<file path="config.mk">
export PLATFORM = sky130hd
export DESIGN_NAME = tile_move_engine_flat
export DESIGN_NICKNAME = d
export VERILOG_FILES = /design/src/rtl/tile_move_if.sv /design/src/rtl/tile_move_engine.sv /design/src/flat_wrapper.sv
export SDC_FILE = /design/constraint.sdc
export NUM_CORES = 1
export LEC_CHECK = 0
export BUFFER_PORTS_ARGS = -buffer_cell sky130_fd_sc_hd__buf_2
export CAP_MARGIN = 20
export CORE_ASPECT_RATIO = 1.25
export CORE_MARGIN = 2
export CORE_UTILIZATION = 49
export DETAILED_ROUTE_END_ITERATION = 10
export PLACE_DENSITY_LB_ADDON = 0.08
export SYNTH_ARGS = -nofsm -noshare
export SYNTH_HDL_FRONTEND = slang
export SYNTH_SLANG_ARGS = --single-unit
</file>
<file path="constraint.sdc">
create_clock -name clk -period 7.6 [get_ports clk]
set_input_delay 1.52 -clock clk [delete_from_list [all_inputs] [get_ports clk]]
set_output_delay 1.52 -clock clk [all_outputs]
set_load 0.01 [all_outputs]
</file>
<file path="src/rtl/tile_move_if.sv">
// rtl/tile_move_if.sv - move request, tile selector and result signals of the tile move engine
interface tile_move_if;
    logic        start;
    logic [1:0]  dir;
    logic [3:0]  tile_pos;
    logic [3:0]  tile_val;
    logic        busy;
    logic        done;
    logic [63:0] board_out;
    logic        moved;
    logic [19:0] score_add;

    modport master (
        output start, dir, tile_val,
        input  tile_pos, busy, done, board_out, moved, score_add
    );

    modport slave (
        input  start, dir, tile_val,
        output tile_pos, busy, done, board_out, moved, score_add
    );
endinterface

</file>
<file path="src/rtl/tile_move_engine.sv">
// rtl/tile_move_engine.sv - 2048-style slide/merge of a 4x4 board, one line per 5 cycles
module tile_move_engine (
    input  logic      clk,
    input  logic      rst_n,
    tile_move_if.slave mv
);
    typedef enum logic [1:0] {IDLE, RUN, DONE} state_t;

    state_t          state_q, state_d;
    logic [1:0]      dir_q, dir_d;
    logic [1:0]      line_q, line_d;
    logic [2:0]      k_q, k_d;
    logic [3:0][3:0] line_buf_q, line_buf_d;
    logic [3:0]      tile_pos_q, tile_pos_d;
    logic            busy_q, busy_d;
    logic            done_q, done_d;
    logic [63:0]     board_q, board_d;
    logic            moved_q, moved_d;
    logic [19:0]     score_q, score_d;

    logic [3:0][3:0] cmp;
    logic [3:0][3:0] res;
    logic [2:0]      n;
    logic [19:0]     gain;

    // k=0 is always the slot nearest the edge the tiles slide toward.
    function automatic logic [3:0] map_pos(input logic [1:0] d, input logic [1:0] l,
                                           input logic [1:0] k);
        case (d)
            2'd0:    return {l, k};
            2'd1:    return {l, ~k};
            2'd2:    return {k, l};
            default: return {~k, l};
        endcase
    endfunction

    function automatic logic can_merge(input logic [3:0] a, input logic [3:0] b);
        return (a != 4'd0) && (a == b) && (a != 4'd15);
    endfunction

    function automatic logic [19:0] merge_gain(input logic [3:0] e);
        return 20'd1 << ({1'b0, e} + 5'd1);
    endfunction

    // Compact then merge the captured line; with at most four tiles the merge
    // pattern is one of: (01)(23), (01)2 3, 0(12)3, 0 1(23), or none.
    always_comb begin
        cmp  = '0;
        n    = 3'd0;
        res  = '0;
        gain = 20'd0;
        for (int i = 0; i < 4; i++) begin
            if (line_buf_q[i] != 4'd0) begin
                cmp[n[1:0]] = line_buf_q[i];
                n = n + 3'd1;
            end
        end
        if (can_merge(cmp[0], cmp[1])) begin
            res[0] = cmp[0] + 4'd1;
            gain   = merge_gain(cmp[0]);
            if (can_merge(cmp[2], cmp[3])) begin
                res[1] = cmp[2] + 4'd1;
                gain   = gain + merge_gain(cmp[2]);
            end else begin
                res[1] = cmp[2];
                res[2] = cmp[3];
            end
        end else begin
            res[0] = cmp[0];
            if (can_merge(cmp[1], cmp[2])) begin
                res[1] = cmp[1] + 4'd1;
                res[2] = cmp[3];
                gain   = merge_gain(cmp[1]);
            end else begin
                res[1] = cmp[1];
                if (can_merge(cmp[2], cmp[3])) begin
                    res[2] = cmp[2] + 4'd1;
                    gain   = merge_gain(cmp[2]);
                end else begin
                    res[2] = cmp[2];
                    res[3] = cmp[3];
                end
            end
        end
    end

    always_comb begin
        state_d    = state_q;
        dir_d      = dir_q;
        line_d     = line_q;
        k_d        = k_q;
        line_buf_d = line_buf_q;
        tile_pos_d = tile_pos_q;
        busy_d     = busy_q;
        done_d     = 1'b0;
        board_d    = board_q;
        moved_d    = moved_q;
        score_d    = score_q;
        case (state_q)
            IDLE: begin
                if (mv.start) begin
                    state_d    = RUN;
                    dir_d      = mv.dir;
                    line_d     = 2'd0;
                    k_d        = 3'd0;
                    moved_d    = 1'b0;
                    score_d    = 20'd0;
                    busy_d     = 1'b1;
                    tile_pos_d = map_pos(mv.dir, 2'd0, 2'd0);
                end
            end
            RUN: begin
                if (k_q != 3'd4) begin
                    line_buf_d[k_q[1:0]] = mv.tile_val;
                    k_d        = k_q + 3'd1;
                    tile_pos_d = (k_q == 3'd3) ? 4'd0
                                               : map_pos(dir_q, line_q, k_q[1:0] + 2'd1);
                end else begin
                    for (int i = 0; i < 4; i++) begin
                        board_d[{map_pos(dir_q, line_q, 2'(i)), 2'b00} +: 4] = res[i];
                    end
                    moved_d = moved_q | (res != line_buf_q);
                    score_d = score_q + gain;
                    k_d     = 3'd0;
                    if (line_q == 2'd3) begin
                        state_d    = DONE;
                        busy_d     = 1'b0;
                        done_d     = 1'b1;
                        tile_pos_d = 4'd0;
                    end else begin
                        line_d     = line_q + 2'd1;
                        tile_pos_d = map_pos(dir_q, line_q + 2'd1, 2'd0);
                    end
                end
            end
            DONE:    state_d = IDLE;
            default: state_d = IDLE;
        endcase
    end

    always_ff @(posedge clk or negedge rst_n) begin
        if (!rst_n) begin
            state_q    <= IDLE;
            dir_q      <= 2'd0;
            line_q     <= 2'd0;
            k_q        <= 3'd0;
            line_buf_q <= '0;
            tile_pos_q <= 4'd0;
            busy_q     <= 1'b0;
            done_q     <= 1'b0;
            board_q    <= 64'd0;
            moved_q    <= 1'b0;
            score_q    <= 20'd0;
        end else begin
            state_q    <= state_d;
            dir_q      <= dir_d;
            line_q     <= line_d;
            k_q        <= k_d;
            line_buf_q <= line_buf_d;
            tile_pos_q <= tile_pos_d;
            busy_q     <= busy_d;
            done_q     <= done_d;
            board_q    <= board_d;
            moved_q    <= moved_d;
            score_q    <= score_d;
        end
    end

    assign mv.tile_pos  = tile_pos_q;
    assign mv.busy      = busy_q;
    assign mv.done      = done_q;
    assign mv.board_out = board_q;
    assign mv.moved     = moved_q;
    assign mv.score_add = score_q;
endmodule

</file>
<file path="src/flat_wrapper.sv">
// flat-port wrapper written by rule: the top's interface ports become plain ports
module tile_move_engine_flat 
  (clk, rst_n, mv_start, mv_dir, mv_tile_val, mv_tile_pos, mv_busy, mv_done, mv_board_out, mv_moved, mv_score_add);
  tile_move_if mv_i ();
  input  logic clk;
  input  logic rst_n;
  input wire logic [$bits(mv_i.start)-1:0] mv_start;
  input wire logic [$bits(mv_i.dir)-1:0] mv_dir;
  input wire logic [$bits(mv_i.tile_val)-1:0] mv_tile_val;
  output wire logic [$bits(mv_i.tile_pos)-1:0] mv_tile_pos;
  output wire logic [$bits(mv_i.busy)-1:0] mv_busy;
  output wire logic [$bits(mv_i.done)-1:0] mv_done;
  output wire logic [$bits(mv_i.board_out)-1:0] mv_board_out;
  output wire logic [$bits(mv_i.moved)-1:0] mv_moved;
  output wire logic [$bits(mv_i.score_add)-1:0] mv_score_add;
  assign mv_i.start = mv_start;
  assign mv_i.dir = mv_dir;
  assign mv_i.tile_val = mv_tile_val;
  assign mv_tile_pos = mv_i.tile_pos;
  assign mv_busy = mv_i.busy;
  assign mv_done = mv_i.done;
  assign mv_board_out = mv_i.board_out;
  assign mv_moved = mv_i.moved;
  assign mv_score_add = mv_i.score_add;
  tile_move_engine u_core (.clk(clk), .rst_n(rst_n), .mv(mv_i));
endmodule
</file>
# [After elaboration in Yosys (flattened, before gate mapping)]
# Index checks and enable logic that the tools add are counted.
[word_totals] regBits=116 latchBits=0 mem_bits_rw=0 mem_bits_ro=0 inputBits=9 out_inout_bits=91 mem_count=0
[op_classes] addsub=17 mul=0 n_div=0 magnitude_cmp=8 n_eq_ne=19 shift=11 mux=77 bitwise_logic=3 reduce_logical=30
[op_table] op="$bwmux 64" n=4
[op_table] op="$shift 4x8->64 const A" n=4
[op_table] op="$shiftx 4x8->64" n=4
[op_table] op="$mux 20" n=6
[op_table] op="$mux 4" n=21
[op_table] op="$pmux 4 s3" n=6
[op_table] op="$bwmux 16" n=4
[op_table] op="$shl 1x5->20 const A" n=3
[op_table] op="$mux 16" n=3
[op_table] op="$add 20x20->20" n=2
[op_table] op="$pmux 20 s2" n=1
[op_table] op="$demux 4 s2" n=4
[op_table] op="$neg 6->8" n=4
[op_table] op="$reduce_bool 4->1" n=7
[op_table] op="$mux 2" n=8
[op_table] op="$ne 16x16->1" n=1
[op_table] op="$pmux 4 s2" n=2
[op_table] op="$add 4x1->5 const B" n=3
[op_table] op="$add 4x1->4 const B" n=3
[op_table] op="$eq 4x4->1" n=3
[op_table] op="$mux 12" n=1
[op_table] op="$ne 4x4->1 const B" n=3
[op_table] op="$logic_and 1x1->1" n=10
[op_table] op="$lt 2x3->1 const B" n=3
[op_table] op="other kinds (27)" n=55

# [Longest topological paths before layout]
# Gate-level depths: netlist (run 1).
[logic_depth] ltp_word=23 ltp_mapped=38 depth_no_buf=35

# [Least setup slack after synthesis (run 1)]
# No wires, ideal clock.
[synth_timing] path_kind="reg-to-reg" from="register u_core.line_buf_q[1] (netlist name)" to="register u_core.score_q[19], in the netlist u_core.mv.score_add[19]" arrival_ns=7.086 t_required_ns=7.517 slack_ns=0.432 path_stages_with_launch=36 path_buffers=3 synth_period_minus_slack_ns=7.168 cell_sequence="dfrtp_1 or4_1 buf_2 ha_1 buf_2 o41ai_4 o2bb2ai_2 a22o_1 and2_1 clkbuf_1 inv_1 ha_1 xor2_1 nand2_1 nor2_1 and2_1 ha_1 fa_1 a21o_1 a21oi_1 o21bai_1 a21o_1 a21oi_1 o211ai_1 a41oi_1 xnor2_1 nand2_1 a31oi_1 ha_1 and3_1 nand3_1 and3_1 o41ai_1 xnor2_1 or3_1 o21ai_0"
[synth_between] elab_chain_len=21
[synth_lines] item="start: declaration" line_no="tile_move_engine.sv:13" source="logic [3:0][3:0] line_buf_q, line_buf_d;"
[synth_lines] item="start signal: assignment" line_no="tile_move_engine.sv:159" source="line_buf_q <= line_buf_d;"
[synth_lines] item="$reduce_bool 4->1" line_no="tile_move_engine.sv:53" source="if (line_buf_q[i] != 4'd0) begin"
[synth_lines] item="$mux 1" line_no="tile_move_engine.sv:53"
[synth_lines] item="$add 1x1->2 (tied with other cells)" line_no="tile_move_engine.sv:55" source="n = n + 3'd1;"
[synth_lines] item="$mux 2 or $logic_and 1x1->1 (tied branches)" line_no="tile_move_engine.sv:53, tile_move_engine.sv:54"
[synth_lines] item="$add 2x1->2 (tied with other cells)" line_no="tile_move_engine.sv:55"
[synth_lines] item="$mux 2 (tied with other cells)" line_no="tile_move_engine.sv:53"
[synth_lines] item="$lt 2x3->1 (not written as such) (tied with other cells)" line_no="tile_move_engine.sv:54" source="cmp[n[1:0]] = line_buf_q[i];"
[synth_lines] item="$logic_and 1x1->1 (not written as such) (tied with other cells)" line_no="tile_move_engine.sv:54"
[synth_lines] item="$mux 4 (not written as such) or $bwmux 16 (tied branches)" line_no="tile_move_engine.sv:54"
[synth_lines] item="$demux 4 s2 or $mux 16 (tied branches)"
[synth_lines] item="$bwmux 16" line_no="tile_move_engine.sv:54"
[synth_lines] item="$mux 16 (*)" line_no="tile_move_engine.sv:53"
[synth_lines] item="branches (longest 5 deep; another with $add 20x20->20)"
[synth_lines] item="$mux 20 (*)" line_no="tile_move_engine.sv:58" source="if (can_merge(cmp[0], cmp[1])) begin"
[synth_lines] item="$add 20x20->20 (*)" line_no="tile_move_engine.sv:123" source="score_d = score_q + gain;"
[synth_lines] item="$mux 20 (*)" line_no="tile_move_engine.sv:113" source="if (k_q != 3'd4) begin"
[synth_lines] item="$pmux 20 s2 (*)" line_no="tile_move_engine.sv:99" source="case (state_q)"
[synth_lines] item="end signal: assignment" line_no="tile_move_engine.sv:165" source="score_q <= score_d;"
[synth_lines] item="end: declaration" line_no="tile_move_engine.sv:19" source="logic [19:0] score_q, score_d;"
# Every way passes the cells marked *. The select of a mux whose other input is x is not followed.
# A chain may end at the register's enable or synchronous reset.

# [Worst setup path in the final report (run 1)]
# Same ends and word-level chain as after synthesis.

==> flow_summary_export.csv, run 1 <==
group,metric,value,unit
setup_path,crit_start,"u_core.line_buf_q[1]",
drt,drc,0,
clocking,cts_buffer_depth,2,
synth,synth_cells,1570,
place,place_ws,0.0570,ns
place,dp.cells,1961,
clocking,tritoncts,"yes",
synth,syn_avg_cell_area,7.83,µm²
setup_path,critical-path-max-stage-delay,0.58,ns
status,outcome,"finished, final reports clean",
timing,hold_viol_final,0,
grt,grt_pass1_wl,69500,µm
drt,drtAntennaViolNets,0,
grt,grt_pass1_vias,12478,
setup_path,end_kind,"flip-flop",
timing,setup_slack,0.335,ns
synth,ys_seq_area_share,23.6,%
min_path,hold_class,"reg -> reg",
floorplan,die_h,181,µm
synth,async_flop_share,100,%
timing,slew-limit-headroom,32.5,%
floorplan,ios,100,
clocking,clk_pin_slew_worst_paths,0.06,ns
floorplan,start_util,50.0,%
synth,synth_largest_area_cell,"dfrtp_1",
grt,antenna_found_initial,0,
clocking,clk_latency,0.43,ns
synth,ys_ff_latch,116,
layout,syn2layout_area_growth,13.2,%
floorplan,dieArea,26400,µm²
timing,max_freq,138,MHz
timing,fin_crit,7.27,ns
min_path,worstHoldStart,"u_core.mv.board_out[2]",
clocking,postCtsHoldBufs,0,
floorplan,row_count,64,
setup_path,worstPathArrival,7.62,ns
grt,grt_usage,33.1,%
drt,wire_per_inst,22.2,µm
clocking,cts_made_buffers,17,
setup_path,reg2reg_depth,34,
floorplan,die_x,146,µm
timing,timing.hold.ws,0.476,ns
layout,drive_gt1_share,16.4,%
min_path,whs_path_depth,2,
setup_path,crit_family,"simple AND/OR/NAND/NOR gates",
synth,synth-edff-count,0,
layout,final_area,13900,µm²
grt,grt_max_degree,60,
place,dp_hpwl,32800,µm
synth,syn-cell-area,12300,µm²
synth,synth_top_area_share,23.6,%
place,place.gp.congestion,0.982,
timing,clock_skew,0.00878,ns
setup_path,critPathSlowestCell,"or4_4",
synth,synth_top_cells_by_area,"dfrtp_1 24%, ha_1 8.6%, nand2_1 6.0%",
synth,ys.flop_type,"dfrtp_1",
place,portBuffers,99,
setup_path,cp_data_required_time,7.95,ns
clocking,cts_root_buf,"clkbuf_16",
drt,routed_via_density,6.46,
drt,route.vias.total,12901,
layout,nets,1750,
run,maxCapViolCount,0,
setup_path,worstPathMaxFanout,8,
layout,n_antenna_cell,0,
synth,synth_cell_types,82,
floorplan,fp.coreArea,24600,µm²
synth,synthesis.nets,1666,
synth,yosys_warnings,0,
drt,drtIter0Drc,970,
grt,grt_overflow,0,
setup_path,critical_path_class,"reg -> reg",
setup_path,worstSetupPathDepth,34,
setup_path,start_kind,"flip-flop",
layout,fin_cells,1997,
drt,drtPass1Iterations,6,
timing,drv_slew,0,
drt,routed_wl,44300,µm
clocking,h-tree-depth,4,
clocking,cts.sinks,116,
timing,setup_viol,0,
timing,fin_crit_sh,95.6,%
setup_path,crit_buf_inv,2,
setup_path,worstReg2RegStart,"u_core.line_buf_q[1]",
place,placed_cell_area,13200,µm²
setup_path,r2r_slack,0.33,ns
timing,worst_slew_pin_slew,1.00,ns
synth_stat cells (47+ instances only):
| library cell | number |
|---|---|
| nand2_1 | 198 |
| nor2_1 | 127 |
| dfrtp_1 | 116 |
| o21ai_0 | 94 |
| ha_1 | 85 |
| a21oi_1 | 74 |
| and2_1 | 62 |
| clkbuf_1 | 57 |
| nor3_1 | 55 |
| a221oi_1 | 48 |
| a31oi_1 | 48 |
| inv_1 | 47 |
through the flow:
stage | setup TNS (ns) | utilization, %
global placement | 0 | 53.7
finish | 0 | 56.7
floorplan | 0 | -
global route | -0.0987 | 56.7
detailed placement | 0 | 53.7
CTS | 0 | 56.0
cell type report:
type                    count  area (µm²)
fillers                  2397       10700
multi-input cells        1317        8940
flip-flops and latches    116        2900
repair buffers            154         912
clock buffers              19         443
well taps                 330         413
inverters                  48         180
clock inverters            13         133
worst paths after layout:
check                                          endpoint
worst max-delay path            u_core.mv.score_add[19]
worst min-delay path             u_core.mv.board_out[2]
worst max register to register  u_core.mv.score_add[19]
worst min register to register   u_core.mv.board_out[2]
max in group asynchronous       u_core.mv.board_out[16]
min in group asynchronous               u_core.dir_q[0]
what timing repair did:
item / 4_1_cts / 5_1_grt
buffers inserted: 0 / 3
endpoints found under the setup margin: 0 / 8
gates resized for setup: 0 / 28
hold endpoints to repair: 0 / 0
sequential cells by signal (all words and copies together), names as in the netlist:
| signal | flops |
|---|---|
| u_core.mv.tile_pos | 4 |
| u_core.mv.score_add | 20 |
| u_core.dir_q | 2 |
| u_core.state_q | 2 |
| u_core.mv.moved | 1 |
| u_core.mv.busy | 1 |
| u_core.k_q | 3 |
| u_core.mv.done | 1 |
| u_core.line_buf_q | 16 |
| u_core.line_q | 2 |
| u_core.mv.board_out | 64 |
tightest hold or removal path: cells and delay by family (launching register included):
family,cells,cell delay [ns]
DFF,1,0.33
AOI/OAI and AO/OA,1,0.06
and+or+nand+nor,1,0.04
routing by layer:
metal | vias to the layer above | routed length, µm | GRT usage (%)
met2 | 513 | 21600 | 56.8
li1 | 6056 | - | -
met1 | 6183 | 18200 | 41.7
met3 | 149 | 2560 | 3.61
met4 | 0 | 1990 | 15.3
met5 | - | 0 | 0
layout by cell type, fill, tap and decap left out, drive strengths merged, types with 8 or more instances in the layout:
cell | netlist | routed
o21ai | 109 | 109
a32o | 9 | 9
a211oi | 11 | 11
nand2b | 28 | 28
and2 | 64 | 64
nor3 | 56 | 56
a21oi | 76 | 76
nand3 | 40 | 40
xnor2 | 39 | 39
or3 | 13 | 13
clkbuf | 57 | 20
dfrtp | 116 | 116
a22oi | 12 | 12
clkinv | 1 | 9
mux2 | 37 | 37
a31oi | 48 | 48
nor2 | 127 | 127
o211ai | 15 | 15
or2 | 8 | 8
nand2 | 199 | 199
a22o | 8 | 8
buf | 32 | 153
ha | 85 | 85
nor3b | 8 | 8
xor2 | 21 | 21
a32oi | 10 | 10
nor2b | 18 | 18
and3 | 26 | 26
a211o | 10 | 10
o31ai | 16 | 16
a21o | 17 | 17
inv | 47 | 49
a221oi | 52 | 52
mux2i | 13 | 13
a221o | 29 | 29
logic make-up (layout without fill, tap and decap cells):
logic type,count (synthesis),count (layout),synth area share [%]
DFF,116,116,23.6
buffers and inverters,137,234,4.78
muxes,50,50,4.48
and+or+nand+nor,618,618,24.4
xor gates and xnor gates,60,60,4.27
AOI/OAI and AO/OA,502,502,29.4
adders and majority gates,87,87,8.97
Power of run 1 is left out: the tool's default activity adds up to more than one toggle a clock period on the data nets, which glitch-free logic cannot reach.
==> run 2: changes to the inputs <==
--- a/config.mk
+++ b/config.mk
@@ -11,7 +11,7 @@
 export CORE_MARGIN = 2
 export CORE_UTILIZATION = 49
 export DETAILED_ROUTE_END_ITERATION = 10
-export PLACE_DENSITY_LB_ADDON = 0.08
+export PLACE_DENSITY = 0.68
 export SYNTH_ARGS = -nofsm -noshare
 export SYNTH_HDL_FRONTEND = slang
 export SYNTH_SLANG_ARGS = --single-unit
==> flow_summary_export.csv, run 2 (same netlist as run 1, synthesis figures left out) <==
group,metric,value,unit
setup_path,crit_start,"u_core.line_buf_q[5]",
place,place_ws,0.0355,ns
layout,layout_common_cells,"198 x nand2_1, 123 x nor2_1, 116 x dfrtp_1",
setup_path,crit_top_cell,"ha_1",
timing,max_freq,141,MHz
layout,syn2layout_area_growth,12.5,%
setup_path,r2r_slack,0.49,ns
drt,routed_via_density,6.58,
timing,setup_viol,0,
floorplan,ios,100,
setup_path,critical-path-max-stage-delay,0.60,ns
drt,drc,0,
clocking,clk_pin_slew_worst_paths,0.05,ns
drt,drtIter0Drc,1498,
setup_path,worstSetupEndpoint,"u_core.mv.score_add[18]",
layout,nets,1739,
timing,timing.hold.ws,0.479,ns
grt,grt_max_degree,69,
layout,utilization,56.3,%
setup_path,start_kind,"flip-flop",
status,outcome,"finished, final reports clean",
timing,slew-limit-headroom,29.5,%
timing,clock_skew,0.0112,ns
timing,hold_viol_final,0,
layout,final_common_cell,"nand2_1",
layout,drive_gt1_share,16.0,%
floorplan,start_util,50.0,%
clocking,cts_made_buffers,17,
min_path,hold_class,"reg -> reg",
clocking,cts_buffer_depth,2,
drt,drtAntennaViolNets,0,
timing,drv_slew,0,
floorplan,row_count,64,
floorplan,die_x,146,µm
drt,routed_wl,42900,µm
setup_path,worstPathMaxFanout,8,
layout,largest_reg_flops,64,
clocking,clk_latency,0.44,ns
place,dp_hpwl,31400,µm
grt,grt_pass1_vias,12707,
drt,drtPass1Iterations,6,
grt,grt_overflow,0,
setup_path,cp_data_required_time,7.96,ns
setup_path,critPathSlowestCell,"or4_1",
setup_path,reg2reg_depth,28,
place,portBuffers,99,
grt,grt_pass1_wl,67400,µm
drt,wire_per_inst,21.6,µm
setup_path,worstPathArrival,7.47,ns
setup_path,worstReg2RegStart,"u_core.line_buf_q[5]",
setup_path,reg2reg_to,"u_core.mv.score_add[18]",
timing,fin_crit_sh,93.5,%
setup_path,critical_path_class,"reg -> reg",
timing,worst_slew_pin_slew,1.04,ns
layout,n_antenna_cell,0,
setup_path,end_kind,"flip-flop",
clocking,tritoncts,"yes",
timing,totalNegativeSetupSlack,0,ns
floorplan,dieArea,26400,µm²
grt,grt_usage,31.9,%
place,place.gp.congestion,1.05,
clocking,h-tree-depth,4,
floorplan,fp.coreArea,24600,µm²
drt,route.vias.total,13064,
run,maxCapViolCount,0,
floorplan,die_h,181,µm
timing,setup_slack,0.492,ns
clocking,cts.sinks,116,
clocking,cts_root_buf,"clkbuf_16",
grt,antenna_found_initial,1,
timing,fin_crit,7.11,ns
-- run 2: changes by cell type in the layout (fill, tap and decap cells not counted), sizes merged --
cell,delta
clkinvlp,+4
buf,-10
inv,-1
clkinv,-4
-- run 2: layer usage --
metal	global-route usage (%)	vias to the layer above	share of wire [%]
li1	-	6038	-
met1	37.9	6129	39
met2	55.4	705	49
met3	4.52	192	7.0
met4	17.3	0	5.5
met5	0	-	0
-- run 2: final cells by class --
class,count,area [µm²]
well taps,330,413
clock inverters,12,130
flip-flops and latches,116,2900
repair buffers,143,828
fillers,2342,10700
inverters,48,180
multi-input cells,1317,8920
clock buffers,20,457
-- run 2: metrics by stage --
step / area (µm²) / std cells
final: 13800 / 1986
after global routing: 13800 / 1986
after CTS: 13700 / 1985
after detailed placement: 13100 / 1953
after global placement: 13100 / 1953
after floorplan: 12300 / 1570
-- run 2: how the worst min path moves through the flow --
stage                                        from                 endpoint  slack (ns)  depth (start not counted)
after floorplan                     u_core.k_q[2]        u_core.state_q[0]        0.51                          1
after global placement    u_core.mv.board_out[25]  u_core.mv.board_out[25]        0.46                          2
after detailed placement  u_core.mv.board_out[42]  u_core.mv.board_out[42]        0.47                          2
after CTS                 u_core.mv.board_out[31]  u_core.mv.board_out[31]        0.48                          2
after global routing       u_core.mv.board_out[0]   u_core.mv.board_out[0]        0.51                          2
final                     u_core.mv.board_out[31]  u_core.mv.board_out[31]        0.48                          2
-- run 2: critical path: cells and delay by family, from the launching register on --
kind	cells	cell delay (ns)
adder cells (fa/ha/maj)	4	1.21
AND/OR/NAND/NOR	13	3.04
XOR/XNOR	2	0.37
AO/OA/AOI/OAI	8	1.91
flip-flops	1	0.43
buffers and inverters	1	0.10
-- run 2: timing repair --
action	4_1_cts	5_1_grt
resized for setup	0	27
endpoints found under the setup margin	0	6
buffers inserted	0	1
hold buffers	0	0
Power of run 2 is left out for the same reason.
==> run 3: changes to the inputs <==
--- a/config.mk
+++ b/config.mk
@@ -7,11 +7,13 @@
 export LEC_CHECK = 0
 export BUFFER_PORTS_ARGS = -buffer_cell sky130_fd_sc_hd__buf_2
 export CAP_MARGIN = 20
+export CELL_PAD_IN_SITES_DETAIL_PLACEMENT = 0
+export CELL_PAD_IN_SITES_GLOBAL_PLACEMENT = 1
 export CORE_ASPECT_RATIO = 1.25
 export CORE_MARGIN = 2
-export CORE_UTILIZATION = 49
+export CORE_UTILIZATION = 42
 export DETAILED_ROUTE_END_ITERATION = 10
-export PLACE_DENSITY = 0.68
+export PLACE_DENSITY = 0.77
 export SYNTH_ARGS = -nofsm -noshare
 export SYNTH_HDL_FRONTEND = slang
 export SYNTH_SLANG_ARGS = --single-unit
==> flow_summary_export.csv, run 3 (same netlist as run 1, synthesis figures left out) <==
group,metric,value,unit
status,outcome,"finished, final reports clean",
grt,antenna_found_initial,0,
timing,drv_slew,0,
layout,layout_common_cells,"198 x nand2_1, 125 x nor2_1, 116 x dfrtp_1",
drt,wire_per_inst,21.7,µm
timing,setup_viol,0,
timing,fin_crit_sh,93.8,%
setup_path,crit_top_cell,"ha_1",
clocking,h-tree-depth,4,
drt,routed_via_density,6.28,
layout,final_common_cell,"nand2_1",
timing,clock_skew,0.00715,ns
place,place.gp.congestion,0.973,
timing,worst_slew_pin_slew,1.09,ns
grt,grt_pass1_wl,70100,µm
clocking,clk_pin_slew_worst_paths,0.06,ns
setup_path,critical_path_class,"reg -> reg",
drt,route.met2.wl,22300,µm
timing,totalNegativeSetupSlack,0,ns
setup_path,critical-path-max-stage-delay,0.57,ns
clocking,cts.sinks,116,
layout,syn2layout_area_growth,13.2,%
floorplan,start_util,42.3,%
timing,hold_viol_final,0,
setup_path,cp_data_required_time,7.97,ns
timing,slew-limit-headroom,27.3,%
grt,grt_overflow,0,
drt,routed.top_layer,"met4",
clocking,cts_made_buffers,17,
drt,drt-met1-wl,17600,µm
setup_path,critPathSlowestCell,"or4_4",
timing,max_freq,140,MHz
timing,fin_crit,7.13,ns
drt,wl_met3,2600,µm
layout,utilization,47.9,%
setup_path,end_kind,"flip-flop",
layout,nets,1752,
clocking,cts_root_buf,"clkbuf_16",
drt,drtAntennaViolNets,0,
floorplan,row_count,70,
timing,grt_setup_unrepaired,"yes",
drt,drtIter0Drc,1127,
timing,timing.hold.ws,0.473,ns
setup_path,worstPathMaxFanout,8,
drt,drc,0,
run,maxCapViolCount,0,
floorplan,dieArea,30700,µm²
layout,n_antenna_cell,0,
floorplan,die_x,157,µm
drt,drtPass1Iterations,8,
clocking,clk_latency,0.44,ns
clocking,cts_buffer_depth,2,
layout,drive_gt1_share,16.1,%
clocking,tritoncts,"yes",
drt,routed_wl,44700,µm
floorplan,fp.coreArea,29100,µm²
grt,grt_usage,29.3,%
floorplan,die_h,195,µm
grt,grt_max_degree,69,
grt,grt_pass1_vias,12625,
min_path,hold_class,"reg -> reg",
layout,largest_reg_flops,64,
place,portBuffers,99,
place,dp_hpwl,33700,µm
setup_path,worstPathArrival,7.50,ns
drt,route.vias.total,12966,
floorplan,ios,100,
setup_path,start_kind,"flip-flop",
[run 3: cell types whose count changed in the layout (fill, tap and decap cells not counted), sizes merged]
cell,previous run,this run
clkinv,5,7
clkbuf,20,22
buf,143,156
clkinvlp,5,3
inv,48,47
bufinv,2,0
[run 3: layout make-up]
class                   count  area [µm²]
well taps                 396         495
repair buffers            156         930
fillers                  3022       15200
multi-input cells        1317        8890
clock inverters             9        56.3
clock buffers              22         474
flip-flops and latches    116        2900
inverters                  48         180
[run 3: path summary, 6_finish.rpt]
path	depth (start not counted)	to	startpoint	slack, ns
min in group asynchronous	1	u_core.mv.score_add[2]	rst_n	1.21
worst max register to register	30	u_core.mv.score_add[18]	u_core.line_buf_q[1]	0.47
max in group asynchronous	2	u_core.mv.score_add[12]	rst_n	5.18
worst min register to register	2	u_core.mv.board_out[13]	u_core.mv.board_out[13]	0.47
worst max-delay path	30	u_core.mv.score_add[18]	u_core.line_buf_q[1]	0.47
worst min-delay path	2	u_core.mv.board_out[13]	u_core.mv.board_out[13]	0.47
[run 3: layer usage]
metal  vias to the layer above  GRT usage, %
met1                      6252          35.0
met4                         0          14.6
li1                       6057             -
met5                         -             0
met3                       145          4.26
met2                       512          51.1
[run 3: what timing repair did]
| item | in CTS | in global routing |
|---|---|---|
| gates resized for setup | 0 | 20 |
| endpoints found under the setup margin | 0 | 9 |
| endpoints found under the hold margin | 0 | 0 |
| buffers inserted | 0 | 2 |
| hold buffers | 0 | 0 |
[run 3: per-stage QoR]
stage | worst slack, ns | instances | instance area (µm²)
after detailed placement | 0.0788 | 2031 | 13300
after global placement | 0.253 | 2031 | 13300
final | 0.472 | 2064 | 13900
after CTS | 0.0352 | 2062 | 13800
after global routing | -0.135 | 2064 | 13900
after floorplan | 0.432 | 1570 | 12300
[run 3: worst max-delay path: cells and delay by family (launching register included)]
kind / cells / cell delay [ns]
simple gates: 13 / 3.01
compound gates: 7 / 1.76
fa+ha+maj: 4 / 1.02
flops: 1 / 0.46
buf+inv: 4 / 0.46
xor+xnor: 2 / 0.36
Power of run 3 is left out for the same reason.
